<file path="config.mk">
export PLATFORM = sky130hd
export DESIGN_NAME = wtm_mac_unit_flat
export DESIGN_NICKNAME = d
export VERILOG_FILES = /design/src/rtl/wtm_mac_pkg.sv /design/src/rtl/wtm_mac_if.sv /design/src/rtl/wtm_mac_unit_wtm.sv /design/src/rtl/wtm_mac_unit.sv /design/src/flat_wrapper.sv
export SDC_FILE = /design/constraint.sdc
export NUM_CORES = 1
export LEC_CHECK = 0
export BUFFER_PORTS_ARGS = -buffer_cell sky130_fd_sc_hd__buf_4
export CORE_MARGIN = 4
export CORE_UTILIZATION = 55
export CTS_BUF_LIST = sky130_fd_sc_hd__clkbuf_4 sky130_fd_sc_hd__clkbuf_8
export DETAILED_ROUTE_END_ITERATION = 12
export HOLD_SLACK_MARGIN = 0.02
export PLACE_DENSITY = 0.86
export SLEW_MARGIN = 20
export SYNTH_ARGS = -nofsm -noshare
export SYNTH_HDL_FRONTEND = slang
export SYNTH_SLANG_ARGS = --single-unit
</file>
<file path="constraint.sdc">
create_clock -name clock -period 3 [get_ports clock]
set_input_delay 0.45 -clock clock [delete_from_list [all_inputs] [get_ports clock]]
set_output_delay 0.45 -clock clock [all_outputs]
set_load 0.01 [all_outputs]
</file>
<file path="src/rtl/wtm_mac_pkg.sv">
// Shared widths, FSM state encoding and operand payload for the WTM multiply-accumulate unit.
package wtm_mac_pkg;

  localparam int unsigned OP_W   = 5;
  localparam int unsigned PROD_W = 10;

  typedef enum logic [1:0] {
    COLLECT = 2'd0,
    DRAIN   = 2'd1,
    DONE    = 2'd2
  } state_t;

  typedef struct packed {
    logic [OP_W-1:0] a;
    logic [OP_W-1:0] b;
  } op_pair_t;

endpackage

</file>
<file path="src/rtl/wtm_mac_if.sv">
// Operand-in / sum-out valid-ready bus of the WTM multiply-accumulate unit.
interface wtm_mac_if #(
  parameter int unsigned ACC_W = 16
);
  import wtm_mac_pkg::*;

  logic              in_valid;
  logic              in_ready;
  logic [OP_W-1:0]   in_a;
  logic [OP_W-1:0]   in_b;
  logic              out_valid;
  logic              out_ready;
  logic [ACC_W-1:0]  out_sum;
  logic              out_ovf;

  modport master (
    output in_valid, in_a, in_b, out_ready,
    input  in_ready, out_valid, out_sum, out_ovf
  );

  modport slave (
    input  in_valid, in_a, in_b, out_ready,
    output in_ready, out_valid, out_sum, out_ovf
  );

endinterface

</file>
<file path="src/rtl/wtm_mac_unit_wtm.sv">
// WTM: 5x5 unsigned Wallace-tree multiplier, carry-save reduction of five partial products.
module WTM
  import wtm_mac_pkg::*;
(
  input  logic [OP_W-1:0]   a,
  input  logic [OP_W-1:0]   b,
  output logic [PROD_W-1:0] mul,
  output logic              cout
);

  localparam int unsigned W = PROD_W + 1;

  // 3:2 compressor on full rows; returns {sum, carry}
  function automatic logic [2*W-1:0] csa(input logic [W-1:0] x, input logic [W-1:0] y,
                                         input logic [W-1:0] z);
    logic [W-1:0] s;
    logic [W-1:0] c;
    s = x ^ y ^ z;
    c = {(x[W-2:0] & y[W-2:0]) | (x[W-2:0] & z[W-2:0]) | (y[W-2:0] & z[W-2:0]), 1'b0};
    return {s, c};
  endfunction

  logic [W-1:0] pp [OP_W];
  logic [W-1:0] s1, c1, s2, c2, s3, c3, total;

  always_comb begin
    for (int i = 0; i < int'(OP_W); i++) begin
      pp[i] = W'(a & {OP_W{b[i]}}) << i;
    end
  end

  assign {s1, c1} = csa(pp[0], pp[1], pp[2]);
  assign {s2, c2} = csa(s1, c1, pp[3]);
  assign {s3, c3} = csa(s2, c2, pp[4]);
  assign total    = s3 + c3;
  assign mul      = total[PROD_W-1:0];
  assign cout     = total[PROD_W];

endmodule

</file>
<file path="src/rtl/wtm_mac_unit.sv">
// Streaming frame multiply-accumulate around one WTM multiplier: P1 operands -> P2 product -> ACC.
// Build option WTM_MAC_SATURATE_EN: clamp the accumulator to all ones on overflow instead of wrapping.
module wtm_mac_unit
  import wtm_mac_pkg::*;
#(
  parameter int unsigned LEN   = 4,
  parameter int unsigned ACC_W = 16
) (
  input  logic      clock,
  input  logic      resetn,
  wtm_mac_if.slave  bus
);

  localparam int unsigned CNT_W = $clog2(LEN + 1);
  localparam int unsigned SUM_W = ACC_W + 1;
  localparam logic [CNT_W-1:0] LAST_CNT = CNT_W'(LEN - 1);

  state_t             state, state_nxt;
  logic [CNT_W-1:0]   in_cnt;
  op_pair_t           p1;
  logic               p1_valid;
  logic [PROD_W-1:0]  p2_prod;
  logic               p2_valid;
  logic [PROD_W-1:0]  wtm_mul;
  logic               wtm_cout;
  logic [ACC_W-1:0]   acc;
  logic               ovf;
  logic               in_ready_q;
  logic               out_valid_q;
  logic               accept_c;
  logic               consume_c;
  logic [SUM_W-1:0]   add_c;

  assign accept_c  = bus.in_valid & in_ready_q;
  assign consume_c = out_valid_q & bus.out_ready;
  assign add_c     = {1'b0, acc} + SUM_W'(p2_prod);

  WTM u_wtm (
    .a    (p1.a),
    .b    (p1.b),
    .mul  (wtm_mul),
    .cout (wtm_cout)
  );

  // A 5x5 product never exceeds 10 bits, so the multiplier carry must stay low
  a_cout_zero: assert property (@(posedge clock) disable iff (!resetn) wtm_cout == 1'b0);

  // Next-state: DRAIN ends on the edge that folds the last product into ACC
  always_comb begin
    state_nxt = state;
    case (state)
      COLLECT: if (accept_c && (in_cnt == LAST_CNT)) state_nxt = DRAIN;
      DRAIN:   if (p2_valid && !p1_valid)            state_nxt = DONE;
      DONE:    if (consume_c)                        state_nxt = COLLECT;
      default:                                       state_nxt = COLLECT;
    endcase
  end

  // out_valid is held back one cycle after entering DONE to give the fixed 3-edge latency
  always_ff @(posedge clock or negedge resetn) begin
    if (!resetn) begin
      state       <= COLLECT;
      in_ready_q  <= 1'b1;
      out_valid_q <= 1'b0;
      in_cnt      <= '0;
    end else begin
      state       <= state_nxt;
      in_ready_q  <= (state_nxt == COLLECT);
      out_valid_q <= (state_nxt == DONE) && (state == DONE);
      if (consume_c)     in_cnt <= '0;
      else if (accept_c) in_cnt <= in_cnt + CNT_W'(1);
    end
  end

  always_ff @(posedge clock or negedge resetn) begin
    if (!resetn) begin
      p1_valid <= 1'b0;
      p1       <= '0;
      p2_valid <= 1'b0;
      p2_prod  <= '0;
    end else begin
      p1_valid <= accept_c;
      if (accept_c) p1 <= '{a: bus.in_a, b: bus.in_b};
      p2_valid <= p1_valid;
      if (p1_valid) p2_prod <= wtm_mul;
    end
  end

  always_ff @(posedge clock or negedge resetn) begin
    if (!resetn) begin
      acc <= '0;
      ovf <= 1'b0;
    end else if (consume_c) begin
      acc <= '0;
      ovf <= 1'b0;
    end else if (p2_valid) begin
      if (add_c[ACC_W]) ovf <= 1'b1;
`ifdef WTM_MAC_SATURATE_EN
      acc <= add_c[ACC_W] ? '1 : add_c[ACC_W-1:0];
`else
      acc <= add_c[ACC_W-1:0];
`endif
    end
  end

  assign bus.in_ready  = in_ready_q;
  assign bus.out_valid = out_valid_q;
  assign bus.out_sum   = acc;
  assign bus.out_ovf   = ovf;

endmodule

</file>
<file path="src/flat_wrapper.sv">
// flat-port wrapper written by rule: the top's interface ports become plain ports
module wtm_mac_unit_flat import wtm_mac_pkg::*;
#(
  parameter int unsigned LEN   = 4,
  parameter int unsigned ACC_W = 16
)
  (clock, resetn, bus_in_valid, bus_in_a, bus_in_b, bus_out_ready, bus_in_ready, bus_out_valid, bus_out_sum, bus_out_ovf);
  wtm_mac_if #(.ACC_W(ACC_W)) bus_i ();
  input  logic clock;
  input  logic resetn;
  input wire logic [$bits(bus_i.in_valid)-1:0] bus_in_valid;
  input wire logic [$bits(bus_i.in_a)-1:0] bus_in_a;
  input wire logic [$bits(bus_i.in_b)-1:0] bus_in_b;
  input wire logic [$bits(bus_i.out_ready)-1:0] bus_out_ready;
  output wire logic [$bits(bus_i.in_ready)-1:0] bus_in_ready;
  output wire logic [$bits(bus_i.out_valid)-1:0] bus_out_valid;
  output wire logic [$bits(bus_i.out_sum)-1:0] bus_out_sum;
  output wire logic [$bits(bus_i.out_ovf)-1:0] bus_out_ovf;
  assign bus_i.in_valid = bus_in_valid;
  assign bus_i.in_a = bus_in_a;
  assign bus_i.in_b = bus_in_b;
  assign bus_i.out_ready = bus_out_ready;
  assign bus_in_ready = bus_i.in_ready;
  assign bus_out_valid = bus_i.out_valid;
  assign bus_out_sum = bus_i.out_sum;
  assign bus_out_ovf = bus_i.out_ovf;
  wtm_mac_unit #(.LEN(LEN), .ACC_W(ACC_W)) u_core (.clock(clock), .resetn(resetn), .bus(bus_i));
endmodule
</file>
---- Word level (Yosys, flattened, before mapping) ----
Index checks and enable logic that the tools add are counted.
word-level totals
  memory bits (writable) .................. 0
  ROM bits ................................ 0
  word-level logic and storage cells ...... 67
  bits in latches ......................... 0
  memories ................................ 0
  bits in registers ....................... 46
operators by class
  reduce and logical (&&, ||, !) cells .... 10
  add/sub/neg operators ................... 3
  $mul .................................... 0
  bitwise logic cells ..................... 28
  order comparisons ....................... 0
  muxes and demuxes ....................... 11
  divide/modulo/power cells ............... 0
  eq/ne operators ......................... 4
  shifts and indexed selects .............. 0
operators by type and width
  kind                                         count
  OR 9 bit                                     5
  AND 9 bit                                    4
  two-way mux 16 bit                           2
  AND 5 bit                                    5
  AND 9 x 8 -> 9 bit                           2
  adder 16 x 10 -> 17 bit                      1
  adder 10 bit                                 1
  bitwise XOR 10 bit                           1
  bitwise XOR 10 x 8 -> 10 bit                 1
  bitwise XOR 10 x 9 -> 10 bit                 1
  bitwise XOR 7 x 10 -> 10 bit                 1
  OR 9 x 7 -> 9 bit                            1
  AND 5 x 7 -> 7 bit                           1
  AND 6 x 7 -> 7 bit                           1
  bitwise XOR 6 x 7 -> 7 bit                   1
  AND 5 x 6 -> 6 bit                           1
  two-way mux 2 bit                            3
  two-way mux 3 bit                            2
  one-hot mux 2 bit (3 select lines)           1
  nonzero test 2 bit                           3
  bitwise XOR 5 x 6 -> 6 bit                   1
  == test 2 bit, second input constant         2
  logical NOT 2 bit                            2
  adder 3 x 1 -> 3 bit, second input constant  1
  other kinds (7)                              12

---- Longest topological paths before layout ----
Gate-level depths: netlist (run 1).
  word-level depth ........................ 11
  gate-level depth with buffers ........... 15
  mapped depth without buffers ............ 15

---- By module ----
From an unflattened synthesis (run 1), not the netlist that was laid out.
unflattened totals
  cell total of the unflattened synthesis .. 297
  area total of the unflattened synthesis .. 3,011.6 µm²
by module, submodules not included
  module        cells an instance  times used  area each (µm²)
  wtm_mac_unit  223                1           2,391.0
  WTM           74                 1           620.6

---- Least setup slack after synthesis (run 1) ----
OpenSTA, ideal clock, no wires.
  kind .................................... register to register
  start ................................... register u_core.p1[0] in the netlist's numbering
  end ..................................... register u_core.p2_prod[8]
  stages on the path, launching flop included .. 14
  arrival time ............................ 3.152 ns
  setup slack ............................. -0.276 ns
  clock period less this slack ............ 3.276 ns
  library setup time ...................... 0.125 ns
  buffers on the path ..................... 0
  data required time ...................... 2.875 ns
  path through ............................ dfrtp_1 > nand2_1 > fa_1 > fa_1 > fa_1 > inv_1 > ha_1 > inv_1 > fa_1 > inv_1 > a21o_1 > a21oi_1 > xnor2_1 > mux2_2
on the way
  cells in the longest elaborated chain, start to end .. 11
  elaborated cells between the ends (all ways) .. 22
ends and longest elaborated chain
  what                                                             RTL line                RTL
  start, declared                                                  wtm_mac_unit.sv:20      op_pair_t p1;
  start signal, assigned                                           wtm_mac_unit.sv:83      if (accept_c) p1 <= '{a: bus.in_a, b: bus.in_b};
  AND 5 bit *                                                      wtm_mac_unit_wtm.sv:28  pp[i] = W'(a & {OP_W{b[i]}}) << i;
  AND 5 x 6 -> 6 bit / AND 5 x 7 -> 7 bit (equally long branches)  wtm_mac_unit_wtm.sv:19  c = {(x[W-2:0] & y[W-2:0]) | (x[W-2:0] & z[W-2:0]) | (y[W-2:0] & z[W-2:0]), 1'b0};
  OR 9 bit                                                         wtm_mac_unit_wtm.sv:19
  OR 9 x 7 -> 9 bit                                                wtm_mac_unit_wtm.sv:19
  AND 9 bit                                                        wtm_mac_unit_wtm.sv:19
  OR 9 bit (2 in series)                                           wtm_mac_unit_wtm.sv:19
  AND 9 bit                                                        wtm_mac_unit_wtm.sv:19
  OR 9 bit (2 in series)                                           wtm_mac_unit_wtm.sv:19
  adder 10 bit *                                                   wtm_mac_unit_wtm.sv:35  assign total = s3 + c3;
  end signal, assigned                                             wtm_mac_unit.sv:85      if (p1_valid) p2_prod <= wtm_mul;
  end, declared                                                    wtm_mac_unit.sv:22      logic [PROD_W-1:0] p2_prod;
Every way passes the cells marked *; elsewhere a longest branch is shown, timed or not.
A chain may end at the register's enable or synchronous reset.

---- Worst setup path after layout (run 1) ----
  start ................................... register u_core.p1[1] in the netlist's numbering
  end ..................................... register u_core.p2_prod[8]
on the way
  cells in the longest elaborated chain, start to end .. 11
  elaborated cells between the ends (all ways) .. 22
ends and longest elaborated chain
  what                    RTL line
  AND 5 bit *             wtm_mac_unit_wtm.sv:28
  AND 5 x 6 -> 6 bit      wtm_mac_unit_wtm.sv:19
  OR 9 bit                wtm_mac_unit_wtm.sv:19
  OR 9 x 7 -> 9 bit       wtm_mac_unit_wtm.sv:19
  AND 9 bit               wtm_mac_unit_wtm.sv:19
  OR 9 bit (2 in series)  wtm_mac_unit_wtm.sv:19
  AND 9 bit               wtm_mac_unit_wtm.sv:19
  OR 9 bit (2 in series)  wtm_mac_unit_wtm.sv:19
  adder 10 bit *          wtm_mac_unit_wtm.sv:35
Marks and branches as above.

==> results of run 1 <==
-- repair_timing --
item	CTS	global route
setup buffers	3	1
gates resized for setup	11	2
pin swaps	2	4
gates cloned	0	0
endpoints found under the setup margin	5	5
hold buffers	0	0
-- worst max-delay path, stage by stage, from the launching register on --
cell and delay, ns:
sky130_fd_sc_hd__dfrtp_1 0.41, sky130_fd_sc_hd__nand2_2 0.08, sky130_fd_sc_hd__fa_1 0.57, sky130_fd_sc_hd__fa_1 0.44, sky130_fd_sc_hd__fa_1 0.46, sky130_fd_sc_hd__inv_1 0.07, sky130_fd_sc_hd__ha_2 0.18, sky130_fd_sc_hd__inv_2 0.04
sky130_fd_sc_hd__fa_2 0.34, sky130_fd_sc_hd__inv_1 0.06, sky130_fd_sc_hd__a21o_1 0.11, sky130_fd_sc_hd__a21oi_2 0.06, sky130_fd_sc_hd__xnor2_1 0.12, sky130_fd_sc_hd__mux2_4 0.25
-- synth_stat cells, types with 3 or more instances --
cell type and n:
sky130_fd_sc_hd__nor3b_1 5, sky130_fd_sc_hd__nor3_1 4, sky130_fd_sc_hd__nor2_1 24, sky130_fd_sc_hd__mux2_2 17
sky130_fd_sc_hd__fa_1 13, sky130_fd_sc_hd__inv_1 20, sky130_fd_sc_hd__a211oi_1 3, sky130_fd_sc_hd__a21o_1 6
sky130_fd_sc_hd__xnor2_1 7, sky130_fd_sc_hd__buf_1 3, sky130_fd_sc_hd__o21ai_0 9, sky130_fd_sc_hd__or4_1 4
sky130_fd_sc_hd__and2_1 12, sky130_fd_sc_hd__mux2i_1 5, sky130_fd_sc_hd__buf_2 3, sky130_fd_sc_hd__nand3_1 5
sky130_fd_sc_hd__dfrtp_1 45, sky130_fd_sc_hd__ha_1 21, sky130_fd_sc_hd__a31oi_1 4, sky130_fd_sc_hd__nand2_1 31
sky130_fd_sc_hd__and3_1 3, sky130_fd_sc_hd__nand4_1 5, sky130_fd_sc_hd__a21oi_1 18
-- power groups by stage --
stage | Clock, mW | Combinational (mW) | Sequential, mW
after floorplan | 0 | 2.07 | 1.14
after global placement | 0 | 2.74 | 1.14
after detailed placement | 0 | 2.90 | 1.16
after CTS | 0.473 | 3.00 | 1.15
after global routing | 0.496 | 3.42 | 1.20
final | 0.465 | 3.00 | 1.16
-- cells by family (layout without fill, tap and decap cells) --
family,count (synthesis),in the layout,synth area share (%)
AND/OR/NAND/NOR,101,101,17.0
adder cells (fa/ha/maj),34,34,17.5
XOR/XNOR,7,7,2.05
multiplexers,22,22,8.08
AO/OA/AOI/OAI,56,56,12.9
buffers and inverters,29,76,4.02
flip-flops,46,46,38.6
-- registers in the layout, summed over array words and instances (netlist names), 2 cells and up --
signal,count
u_core.bus.out_sum,16
u_core.p1,10
u_core.p2_prod,10
u_core.in_cnt,3
u_core.state,2
-- per-layer routing --
metal | wire length (um) | track usage (%) | vias to the layer above | share of wire [%]
met1 | 2620 | 25.6 | 1138 | 43
met4 | 93 | 4.98 | 0 | 1.5
met2 | 3110 | 36.7 | 48 | 51
met5 | 0 | 0 | - | 0
met3 | 215 | 3.51 | 9 | 3.6
li1 | - | - | 1138 | -
-- layout by cell type (no fill, tap or decap), drive strengths merged, types with 2 or more instances in the layout --
master / n
and4: 2
a21o: 6
fa: 13
a41o: 2
mux2: 17
a211oi: 4
nand4: 5
nand2: 31
nor3: 4
inv: 20
clkbuf: 6
a31oi: 4
ha: 21
and2: 12
nor2: 24
and3: 3
mux2i: 5
nor3b: 5
o21ai: 10
a31o: 4
a21oi: 18
buf: 48
dfrtp: 45
nor4b: 2
nand3: 5
xnor2: 7
or4: 4
-- stage by stage --
step	worst slack (ns)	utilization, %	hold WS [ns]	power, mW	cells
floorplan	-0.200	-	0.154	3.21	295
global placement	-0.237	65.1	0.455	3.89	400
detailed placement	-0.344	65.1	0.472	4.06	400
CTS	-0.295	68.2	0.158	4.63	411
global route	-0.449	68.5	0.195	5.11	412
finish	-0.308	68.5	0.139	4.62	412
-- cell type report --
cell class | count | share of cell area, %
Clock buffer | 6 | 2.15
Tap cell | 70 | 2.47
Multi-Input combinational cell | 220 | 49.3
Timing Repair Buffer | 48 | 10.3
Clock inverter | 2 | 1.06
Sequential cell | 46 | 32.6
Inverter | 20 | 2.12
-- worst max-delay path by stage --
stage                                    end
2_1_floorplan  u_core.p2_prod[8]$_DFFE_PN0P_
6_report       u_core.p2_prod[8]$_DFFE_PN0P_
3_3_place_gp   u_core.p2_prod[8]$_DFFE_PN0P_
3_5_place_dp   u_core.p2_prod[8]$_DFFE_PN0P_
5_1_grt        u_core.p2_prod[8]$_DFFE_PN0P_
4_1_cts        u_core.p2_prod[8]$_DFFE_PN0P_
==> results.txt, run 1 <==
The run finished, with violations left. The final reports fail on negative setup slack. The via-per-instance ratio came out at 5.66. The total global routing overflow is 0. The number of sinks driven by the clock tree is 46. Once layout is done, the placed cells without fillers occupy 3540 sq um. At the end of routability-driven placement, the weighted congestion stood at 0.922.

The pre-antenna-repair detailed-routing pass consisted of 4 iterations. The clock tree from TritonCTS is yes. The path type of the worst min-delay path is input pin to async pin. The total negative slack is -1.09 ns.

The height of the die is 81.7 um. The worst pin sits at a relative slew slack of 42.7%. After detailed placement, the total cell area comes to 3370 sq um.

The flip-flop and latch count after synthesis is 46. The total leakage power is 1.70 nW. Summing all flip-flop and latch instances after layout gives 1150 sq um.

Counting along the longest clock path gives a buffer depth of 2. The max capacitance violation total came out at 0. The final clock period utilization by the worst path is 110%. The biggest fanout along the worst timing path came out at 5. Setup slack on the worst reg-to-reg path comes out at -0.31 ns. The number of antenna cells inserted came out at 0.

The critical path starts at u_core.p1[1]$_DFFE_PN0P_. The share of layout cells above drive strength 1 is 26.9%. The worst setup path is launched from a flop. Port buffering added 32 buffers. The worst-case IR drop observed on VDD is 0.605 mV. The fraction of power spent switching nets came out at 42.9%. The depth of the CTS H-tree came out at 2. The die footprint is 6680 sq um.

The most used flip-flop cell after synthesis is sky130_fd_sc_hd__dfrtp_1. The measured slew at the worst slew-check pin is 0.860 ns. The wire length after detailed routing came out at 6.03 mm.

The final setup violation count came out at 4. The global-route usage over all layers is 20.5%. The final period demand of the worst path came out at 3.31 ns. The net count of the finished layout came out at 389. The combinational cell fraction of total power came out at 64.9%. On the final layout, the worst clock skew is 0.0152 ns. The clock transition at the register clock pins on the worst setup and hold paths after CTS is 0.08 ns.

The die span in x is 81.7 um. STA classifies the critical path endpoint as a flop. The number of enable flip-flop cells after synthesis is 0. The switching component of the power came out at 1.98 mW. The number of CTS-inserted buffers is 5.

The via count of the first global-routing pass is 2,386. The region available for standard cell placement spans 5170 sq um. The internal power component is 2.64 mW. The fraction of power consumed by the clock network came out at 10.1%.

The sequential fraction of design power is 25.0%. Summing all multi-input logic gate instances after layout gives 1750 sq um. sky130_fd_sc_hd__dfrtp_1 takes more of the synthesized area than any other cell.

The residual DRC count is 0. The pin count of the biggest net entering global routing came out at 47. The detail route stage leaves a number of antenna-violating nets equal to 0. The count of final max-slew check failures came out at 0. After layout, the worst setup slack is -0.308 ns. For this block, the via count after detailed routing is 2,333. The half-perimeter wire length after placement is 4.61 mm. Yosys printed 0 warnings.

The number of design-rule violations left by the first detailed-router iteration came out at 81. The length in cells of the worst reg-to-reg path came out at 13. After technology mapping, the gate count stands at 295. The number of core rows is 26.

Setup repair after global routing could not meet its margin everywhere. The portion of the post-synthesis area used by sequential elements is 38.6%. The root buffer cell chosen for the clock tree is sky130_fd_sc_hd__clkbuf_8. The number of distinct library cell variants in the gate-level netlist after synthesis is 46. After detailed routing, the average wire length per cell comes to 14.6 um. The share of synthesized registers carrying an async set or reset came out at 100%.

For this configuration, the core starts out at a cell density of 57.8%. The required time of the worst setup path is 3.18 ns. The number of endpoints with negative hold slack in the final report came out at 0.

The filler cells instantiated in the layout total 391. Ranked by total cell area, the synthesized netlist is headed by sky130_fd_sc_hd__dfrtp_1 38%, sky130_fd_sc_hd__ha_1 8.8%, sky130_fd_sc_hd__fa_1 8.7%, sky130_fd_sc_hd__mux2_2 6.4%, sky130_fd_sc_hd__nand2_1 3.9%. The cell area that synthesis handed to floorplanning was 2990 sq um.

The clock latency reported for the late side of the worst-skew pair is 0.30 ns. The synthesized net count is 343. Data on the critical path arrives at its endpoint at 3.49 ns.

The initial antenna violation count came to 0. The critical path in this run is classified as flop to flop. The cell area power density is 1310 nW/um^2.

The first global-routing pass estimated 10.7 mm of wire. The startpoint identified for the worst register-to-register timing path is u_core.p1[1]$_DFFE_PN0P_. In this run the mean area of a mapped cell was 10.1 sq um. The post-synthesis to final-layout area growth came out at 18.5%. The endpoint of the worst register-to-register path is u_core.p2_prod[8]$_DFFE_PN0P_.

The portion of synthesized cell area occupied by the leading cell type came out at 37.7%. The number of primary I/O pins came out at 33. Timing would allow up to 302 MHz.
Note: power is estimated with default switching activity, not from simulation.
==> inputs of run 2 (changes only) <==
TNS_END_PERCENT = 20   (was default)
==> run 2 against run 1 <==
Net effect:
- the run still ends with negative setup slack left
- utilization shrank 0.29 points
- worst hold slack lost 0.0033 ns
- sequential share of layout area grew 0.14 points
==> results.txt, run 2 (same netlist as run 1, synthesis figures left out) <==
The hold buffer count at cts is 0 (unchanged). The root cell of the clock tree is sky130_fd_sc_hd__clkbuf_8. The share of layout cells above drive strength 1 came to 26.4% (-0.51 points).

The count of fill cells added during filler insertion came out at 387 (-1.0%). On the critical path, the stage with the largest delay is an instance of sky130_fd_sc_hd__fa_1. The number of endpoints with negative hold slack in the final report is 0 (unchanged).

The worst setup path is of the flop to flop kind. The biggest fanout along the worst timing path came out at 5 (unchanged). The clock latency reported for the late side of the worst-skew pair came out at 0.31 ns (about the same). The via-per-instance ratio came out at 5.61 (-0.96%). The worst setup slack after placement is -0.344 ns (unchanged).

The measured slew at the worst slew-check pin is 0.853 ns (-0.00660 ns). The post-route worst setup slack came out at -0.283 ns (+0.0245 ns). The area of the core is 5170 sq um (unchanged). The fraction of power spent switching nets is 43.1% (+0.22 points).

The post-synthesis to final-layout area growth came out at 18.0%. The final hold slack is 0.136 ns (-0.00335 ns). The die footprint came out at 6680 sq um (unchanged). The final cell area excluding filler cells was 3530 sq um (-0.42%). The number of sinks driven by the clock tree is 46 (unchanged). The most numerous cell type found on the critical path is sky130_fd_sc_hd__fa_1.

The depth of the CTS H-tree came to 2 (unchanged). The final period demand of the worst path was 3.28 ns (-0.0245 ns). The combinational cell fraction of total power is 64.7% (-0.2 points). The number of primary I/O pins came to 33 (unchanged). The starting utilization of the core area was 57.8% (unchanged). Traced cell by cell, the critical path runs through nand2_2, fa_1, fa_1, fa_1, inv_1, ha_2, inv_2, fa_2, inv_1, a21o_1, a21oi_2, xnor2_1, mux2_4.

The relative slew slack is 43.1% (+0.44 points). The number of nets still failing antenna checks after routing is 0 (unchanged). The required time of the worst setup path was 3.19 ns (about the same). The highest clock frequency the design can meet is 305 MHz (+0.75%). The final non-filler cell total came to 411 (-0.24%). The setup clock skew after layout is 0.0154 ns (+0.000175 ns). The most frequent standard cell in the layout excluding fill and tap cells is sky130_fd_sc_hd__buf_4. The highest ir drop seen on vdd came out at 0.599 mV (-1.0%). The checks that failed: negative setup slack. The length of the first detailed-routing pass in iterations came out at 5 (+1). The detail-routed net length per standard cell is 14.6 um (-0.49%). The number of flip-flops in the largest register is 16 (unchanged). The wire length of the first global-routing pass was 10.6 mm (-0.84%). The global-route usage over all layers came out at 20.3% (-0.16 points). The number of design-rule violations left by the first detailed-router iteration came to 103 (+27%). The count of placed standard cells including taps is 400 (unchanged). TritonCTS built the clock tree.

In this run the critical register-to-register path is captured at u_core.p2_prod[8]$_DFFE_PN0P_. The via count of the first global-routing pass came out at 2,366 (-0.84%). The internal power component is 2.61 mW (-1.1%).

The sequential fraction of design power came out at 25.1% (about the same). The residual DRC count came out at 0 (unchanged). The wire length after detailed routing came out at 5.99 mm (-0.73%). The total global routing overflow came out at 0 (unchanged). The library cells used most frequently in the layout, excluding fill and tap cells, are 47 x sky130_fd_sc_hd__buf_4, 44 x sky130_fd_sc_hd__dfrtp_1, 29 x sky130_fd_sc_hd__nand2_1. The pin count of the biggest net entering global routing came out at 47 (unchanged). The run finished, with violations left.

The number of input and output port buffers inserted is 32 (unchanged). Setup repair after global routing could not meet its margin everywhere. The net count of the finished layout was 388 (-0.26%). The global placement routability congestion came out at 0.922 (unchanged).

The die span in x came out at 81.7 um (unchanged). The cell area power density came to 1300 nW/um^2 (-0.29%). In this run the worst hold path is classified as input pin to async pin. The count of final max-slew check failures came to 0 (unchanged).

The length in cells of the worst reg-to-reg path came to 13 (unchanged). The reg-to-reg setup timing slack came out at -0.28 ns (+0.02 ns). The number of core rows is 26 (unchanged).

The max capacitance violation total is 0 (unchanged). The final setup violation count came out at 4 (unchanged). The fraction of power consumed by the clock network came out at 10.2% (about the same). The maximum buffer depth of the clock tree came out at 2 (unchanged). In this run the critical register-to-register path is launched from u_core.p1[1]$_DFFE_PN0P_. The cell area after placement is 3370 sq um (unchanged).

The arrival time at the worst endpoint was 3.47 ns (-0.02 ns). The count of vias placed by the detailed router came to 2,305 (-1.2%). The post-route core utilization is 68.2% (-0.29 points). The number of antenna cells inserted came out at 0 (unchanged). The worst stage delay on the critical path came out at 0.57 ns (about the same). STA classifies the critical path endpoint as a flop. The total leakage power came to 1.69 nW (-0.61%). The switching component of the power was 1.98 mW (-0.21%). The clock transition at the register clock pins on the worst setup and hold paths after CTS is 0.08 ns (about the same).

The height of the die was 81.7 um (unchanged). The half-perimeter wire length after placement is 4.61 mm (unchanged). The initial antenna violation count was 0 (unchanged). STA classifies the critical path startpoint as a flop.

The number of CTS-inserted buffers came out at 5 (unchanged). The final clock period utilization by the worst path is 109% (-0.82 points).
==> run 2: cell types whose count changed in the layout (fill, tap and decap cells not counted) <==
cell                     delta
sky130_fd_sc_hd__inv_1      +1
sky130_fd_sc_hd__mux2_4     -1
sky130_fd_sc_hd__buf_6      -1
sky130_fd_sc_hd__mux2_2     +1
sky130_fd_sc_hd__inv_2      -1
==> run 2: area by class of cell <==
type,count,area [sq um],area share [%]
Multi-Input combinational cell,220,1740,49.5
Sequential cell,46,1150,32.7
Timing Repair Buffer,47,353,10.0
Tap cell,70,87.6,2.48
Clock buffer,6,76.3,2.16
Inverter,20,75.1,2.13
Clock inverter,2,37.5,1.06
==> run 2: what timing repair did <==
action                                  CTS  global route
resized for setup                         8             2
buffers inserted                          2             1
endpoints found under the setup margin    5             5
pin swaps                                 4             6
==> run 2: worst max path at each step <==
stage | startpoint | end | slack (ns) | cells after the start
finish | u_core.p1[1]$_DFFE_PN0P_ | u_core.p2_prod[8]$_DFFE_PN0P_ | -0.28 | 13
floorplan | u_core.p1[0]$_DFFE_PN0P_ | u_core.p2_prod[8]$_DFFE_PN0P_ | -0.20 | 15
global route | u_core.p1[1]$_DFFE_PN0P_ | u_core.p2_prod[8]$_DFFE_PN0P_ | -0.44 | 13
detailed placement | u_core.p1[8]$_DFFE_PN0P_ | u_core.p2_prod[8]$_DFFE_PN0P_ | -0.34 | 15
global placement | u_core.p1[8]$_DFFE_PN0P_ | u_core.p2_prod[8]$_DFFE_PN0P_ | -0.24 | 15
CTS | u_core.p1[2]$_DFFE_PN0P_ | u_core.p2_prod[8]$_DFFE_PN0P_ | -0.29 | 13
==> run 2: worst max-delay path, delay by kind of cell (launching register included) <==
kind	cells	cell delay, ns
adder cells (fa/ha/maj)	5	1.98
flip-flops	1	0.41
multiplexers	1	0.25
buffers and inverters	3	0.17
AO/OA/AOI/OAI	2	0.17
XOR/XNOR	1	0.12
AND/OR/NAND/NOR	1	0.08
==> run 2: metrics by stage <==
stage	TNS (ns)	power, mW
after floorplan	-0.350	3.21
after global routing	-1.40	5.06
final	-0.836	4.59
after global placement	-0.734	3.89
after CTS	-0.786	4.59
after detailed placement	-1.20	4.06
==> run 2: power by group through the flow <==
stage | clock, mW | combinational, mW | sequential [mW]
global route | 0.496 | 3.37 | 1.19
CTS | 0.473 | 2.96 | 1.15
finish | 0.469 | 2.97 | 1.15
floorplan | 0 | 2.07 | 1.14
global placement | 0 | 2.74 | 1.14
detailed placement | 0 | 2.90 | 1.16
==> run 2: layer usage <==
layer  wire length [um]  part of all wire, %  vias up  track usage, %
met3                241                  4.0        8            3.51
met1               2590                   43     1120            25.5
met5                  0                    0        -               0
met2               3060                   51       46            36.3
li1                   -                    -     1131               -
met4                 94                  1.6        0            4.98
